===== src/rtl/arc4_ctrl.sv =====
// arc4_ctrl: top-level ARC4 sequencer. Runs init, ksa and prga in order through
// their en/rdy handshakes, routes the active block onto the single S-memory
// write port, and flags any phase whose block never returns rdy.
module arc4_ctrl #(
    parameter int unsigned      ADDR_W  = 8,
    parameter int unsigned      DATA_W  = 8,
    parameter int unsigned      TMO_W   = 16,
    parameter logic [TMO_W-1:0] TMO_MAX = '1
) (
    input  logic              clk,
    input  logic              rst_n,
    input  logic              en,
    output logic              rdy,
    output logic              done,
    output logic              err,
    output logic [1:0]        phase,
    output logic              init_en,
    input  logic              init_rdy,
    input  logic [ADDR_W-1:0] init_addr,
    input  logic [DATA_W-1:0] init_wrdata,
    input  logic              init_wren,
    output logic              ksa_en,
    input  logic              ksa_rdy,
    input  logic [ADDR_W-1:0] ksa_addr,
    input  logic [DATA_W-1:0] ksa_wrdata,
    input  logic              ksa_wren,
    output logic              prga_en,
    input  logic              prga_rdy,
    input  logic [ADDR_W-1:0] prga_addr,
    input  logic [DATA_W-1:0] prga_wrdata,
    input  logic              prga_wren,
    output logic [ADDR_W-1:0] s_addr,
    output logic [DATA_W-1:0] s_wrdata,
    output logic              s_wren
);

    typedef enum logic [2:0] {
        IDLE,
        I_START,
        I_WAIT,
        K_START,
        K_WAIT,
        P_START,
        P_WAIT,
        ERROR
    } state_t;

    state_t           state_q, state_d;
    logic [TMO_W-1:0] wdog_q, wdog_d, wdog_inc;
    logic             err_q, err_d;
    logic [1:0]       ephase_q, ephase_d;
    logic             timeout;

    // Saturating watchdog increment; expiry counts the current wait cycle.
    always_comb begin
        wdog_inc = (wdog_q == '1) ? wdog_q : wdog_q + TMO_W'(1);
        timeout  = (TMO_MAX != '0) && (wdog_inc >= TMO_MAX);
    end

    // State, watchdog, sticky error and failing-phase registers.
    always_ff @(posedge clk or negedge rst_n) begin
        if (!rst_n) begin
            state_q  <= IDLE;
            wdog_q   <= '0;
            err_q    <= 1'b0;
            ephase_q <= 2'd0;
        end else begin
            state_q  <= state_d;
            wdog_q   <= wdog_d;
            err_q    <= err_d;
            ephase_q <= ephase_d;
        end
    end

    // Next-state logic and handshake pulses; a ready block wins over expiry.
    always_comb begin
        state_d  = state_q;
        wdog_d   = wdog_q;
        err_d    = err_q;
        ephase_d = ephase_q;
        init_en  = 1'b0;
        ksa_en   = 1'b0;
        prga_en  = 1'b0;
        done     = 1'b0;
        case (state_q)
            IDLE, ERROR: begin
                if (en) begin
                    state_d = I_START;
                    err_d   = 1'b0;
                end
            end
            I_START: begin
                wdog_d = '0;
                if (init_rdy) begin
                    init_en = 1'b1;
                    state_d = I_WAIT;
                end
            end
            I_WAIT: begin
                wdog_d = wdog_inc;
                if (init_rdy) begin
                    state_d = K_START;
                end else if (timeout) begin
                    state_d  = ERROR;
                    err_d    = 1'b1;
                    ephase_d = 2'd1;
                end
            end
            K_START: begin
                wdog_d = '0;
                if (ksa_rdy) begin
                    ksa_en  = 1'b1;
                    state_d = K_WAIT;
                end
            end
            K_WAIT: begin
                wdog_d = wdog_inc;
                if (ksa_rdy) begin
                    state_d = P_START;
                end else if (timeout) begin
                    state_d  = ERROR;
                    err_d    = 1'b1;
                    ephase_d = 2'd2;
                end
            end
            P_START: begin
                wdog_d = '0;
                if (prga_rdy) begin
                    prga_en = 1'b1;
                    state_d = P_WAIT;
                end
            end
            P_WAIT: begin
                wdog_d = wdog_inc;
                if (prga_rdy) begin
                    done    = 1'b1;
                    state_d = IDLE;
                end else if (timeout) begin
                    state_d  = ERROR;
                    err_d    = 1'b1;
                    ephase_d = 2'd3;
                end
            end
            default: state_d = IDLE;
        endcase
    end

    // Status decode: ready when idle or errored; ERROR reports the failing phase.
    always_comb begin
        rdy   = 1'b0;
        phase = 2'd0;
        err   = err_q;
        case (state_q)
            IDLE:             rdy = 1'b1;
            I_START, I_WAIT:  phase = 2'd1;
            K_START, K_WAIT:  phase = 2'd2;
            P_START, P_WAIT:  phase = 2'd3;
            ERROR: begin
                rdy   = 1'b1;
                phase = ephase_q;
            end
            default: ;
        endcase
    end

    // S-memory write-port mux; idle and error park the port at zero.
    always_comb begin
        s_addr   = '0;
        s_wrdata = '0;
        s_wren   = 1'b0;
        case (state_q)
            I_START, I_WAIT: begin
                s_addr   = init_addr;
                s_wrdata = init_wrdata;
                s_wren   = init_wren;
            end
            K_START, K_WAIT: begin
                s_addr   = ksa_addr;
                s_wrdata = ksa_wrdata;
                s_wren   = ksa_wren;
            end
            P_START, P_WAIT: begin
                s_addr   = prga_addr;
                s_wrdata = prga_wrdata;
                s_wren   = prga_wren;
            end
            default: ;
        endcase
    end

endmodule

===== config.mk =====
export PLATFORM = sky130hd
export DESIGN_NAME = arc4_ctrl
export DESIGN_NICKNAME = d
export VERILOG_FILES = /design/src/rtl/arc4_ctrl.sv
export SDC_FILE = /design/constraint.sdc
export NUM_CORES = 1
export LEC_CHECK = 0
export BUFFER_PORTS_ARGS = -buffer_cell sky130_fd_sc_hd__buf_2
export CAP_MARGIN = 20
export CORE_ASPECT_RATIO = 0.8
export CORE_MARGIN = 2
export CORE_UTILIZATION = 50
export DETAILED_ROUTE_END_ITERATION = 10
export PLACE_DENSITY = 0.83
export SYNTH_ARGS = -nofsm -noshare
export SYNTH_HDL_FRONTEND = slang
export SYNTH_SLANG_ARGS = --single-unit
export TNS_END_PERCENT = 20

===== constraint.sdc =====
create_clock -name clk -period 6.1 [get_ports clk]
set_input_delay 0 -clock clk [delete_from_list [all_inputs] [get_ports clk]]
set_output_delay 0 -clock clk [all_outputs]
set_load 0.01 [all_outputs]

==> flow_summary.yaml <==
outcome:
  status: "finished, final reports clean"
route:
  wl_per_cell_um: 14.7
  firstDrtPassIters: 5
  drc_errors: 0
  vias: 2329
  via_per_inst: 5.96
  drt_iter0_drc: 214
  drtAntennaViolNets: 0
  wl_um: 5730
synthesis:
  syn_nets: 324
  synth-async-reset-ratio: 1.00
  yosysWarnings: 0
  synth-edff-count: 0
  synth_cells: 266
  synth-seq-area-share: 0.276
  mappedNetlistArea_um2: 2000
  synth_ff_type: "dfrtp_1"
  syn_avg_cell_area_um2: 7.51
  ys_ff_latch: 22
  synth_cell_type_count: 49
sta:
  rsz0062_at_grt: "false"
  hold_viol_final: 0
  finalSetupViolations: 0
  finalCritPeriodShare: 0.521
  worst_slew_pin_slew_ns: 0.951
  max_freq_mhz: 314
  max_slew_margin: 0.364
  min_period_ns: 3.18
  slew_viol_final: 0
  tns_ns: 0
  fin_ws_ns: 2.92
  fin_skew_ns: 0.00351
hold_path:
  min_from: "en"
  hold_path.class: "in -> reg"
global_routing:
  antenna_found_initial: 0
  grt_pass1_wl_um: 8940
  grt_overflow: 0
  grt_pass1_vias: 1857
  grt_max_degree: 41
  grt.total_usage: 0.254
cts:
  root_buffer: "clkbuf_8"
  clock_latency_ns: 0.26
  cts_setup_buffers: 0
  clk_pin_slew_ns: 0.08
  cts_buffer_depth: 2
  ctsHtreeMaxLevel: 1
  cts_resized: 0
  cts_tree: "done"
  clock-sinks: 22
  cts_inserted_buffers: 3
worst_setup_path:
  crit_fanout: 18
  end_kind: "flop"
  required_ns: 6.27
  r2r_start: "state_q[0]$_DFFE_PN0P_"
  start_kind: "flop"
  crit_type: "reg -> reg"
  cp.arrival_ns: 3.35
  crit_start: "state_q[0]$_DFFE_PN0P_"
placement:
  portBuffers: 81
  dp_hpwl_um: 4240
  pre_cts_slack_ns: 2.67
  gp_congestion: 0.912
final_layout:
  syn2layout_area_growth_pct: 23.7
  drive_gt1_frac: 0.286
  n_antenna_cell: 0
  fin_nets: 396
  n_fill_cell: 336
floorplanning:
  initial_core_util: 0.522
  die_height_um: 60.5
  core_um2: 3830
  die_w_um: 74.7
  rows: 20
  pin_count: 82
  die-area_um2: 4520
power:
  power_density_nw_per_um2: 390
  p_leak_nw: 1.14
  ir_worst_vdd_uv: 212
job:
  drv_cap: 0
synthesized netlist by cell type, drive strengths merged (6+ instances only):
| library cell | number | share of area |
|---|---|---|
| nand2 | 42 | 0.079 |
| o21ai | 40 | 0.10 |
| dfrtp | 22 | 0.28 |
| mux2i | 19 | 0.095 |
| a21oi | 17 | 0.043 |
| nor2 | 15 | 0.028 |
| clkbuf | 12 | 0.023 |
| nand3 | 10 | 0.031 |
| nand4 | 9 | 0.039 |
| nor3 | 7 | 0.018 |
| o31ai | 7 | 0.026 |
| buf | 6 | 0.014 |
registers in the layout (all words and copies together) (netlist names):
register	flops
state_q	3
ephase_q	2
err	1
wdog_q	16
worst max-delay path: stages (launching register included):
cell	delay, ns
dfrtp_1	0.56
and2_1	0.31
a21oi_1	0.66
clkinv_1	0.45
a21oi_1	0.51
buf_4	0.26
nand2_1	0.12
o31ai_1	0.21
final cells by class:
cell class              instances  area [µm²]  area share
clock buffers                   3        41.3      0.0167
inverters                       5        18.8     0.00759
multi-input cells             221        1360       0.548
flip-flops and latches         22         551       0.223
well taps                      55        68.8      0.0278
repair buffers                 85         438       0.177
placed cells by master, fill, tap and decap left out, types with 5 or more instances in the layout:
master,Yosys,layout
a31oi_1,5,5
mux2i_1,19,19
buf_2,5,81
o21ai_0,40,40
nand3_1,9,9
nand2_1,42,42
nor2_1,15,15
o31ai_1,7,7
nand4_1,7,7
a21oi_1,17,17
dfrtp_1,22,22
nor3_1,7,7
stage by stage:
stage,power (mW),hold slack (ns),utilization,instance area [µm²],cells
after floorplan,0.662,-0.296,-,2000,266
after global routing,1.06,0.136,0.646,2470,391
after global placement,0.842,-0.00797,0.628,2410,385
after detailed placement,0.853,-0.00285,0.630,2410,386
final,0.965,0.116,0.646,2470,391
after CTS,0.947,0.111,0.644,2460,390
path summary, 6_finish.rpt:
path                            slack (ns)                      end  cells past startpoint
min in group asynchronous             0.23    wdog_q[4]$_DFFE_PN0P_                      2
worst max-delay path                  2.92    wdog_q[2]$_DFFE_PN0P_                      7
worst min register to register        0.48  ephase_q[1]$_DFFE_PN0P_                      1
worst max register to register        2.92    wdog_q[2]$_DFFE_PN0P_                      7
max in group asynchronous             5.53    wdog_q[6]$_DFFE_PN0P_                      2
worst min-delay path                  0.12          err$_DFFE_PN0P_                      4
power breakdown:
group | internal [mW] | switching [mW]
logic | 0.253 | 0.402
clock network | 0.0441 | 0.0470
registers | 0.166 | 0.0526
total | 0.464 | 0.501
per-layer routing:
| layer | vias up | wire length [µm] | track usage |
|---|---|---|---|
| met5 | - | 0 | 0 |
| met4 | 0 | 55 | 0.0434 |
| met3 | 8 | 399 | 0.0515 |
| met2 | 94 | 2600 | 0.370 |
| met1 | 1086 | 2670 | 0.392 |
| li1 | 1141 | - | - |
cells by family (layout without fill, tap and decap cells):
group,after synthesis,after routing,synth area share
xor gates and xnor gates,1,1,0.00438
buffers and inverters,23,93,0.0463
adders and majority gates,1,1,0.00626
muxes,20,20,0.101
DFF,22,22,0.276
AOI/OAI and AO/OA,90,90,0.274
and+or+nand+nor,109,109,0.293
repair_timing:
item | in CTS | in global routing
setup endpoints to repair | 0 | 0
hold endpoints to repair | 22 | 0
hold buffers | 1 | 0
No activity file was read; power rests on OpenSTA's default activity.
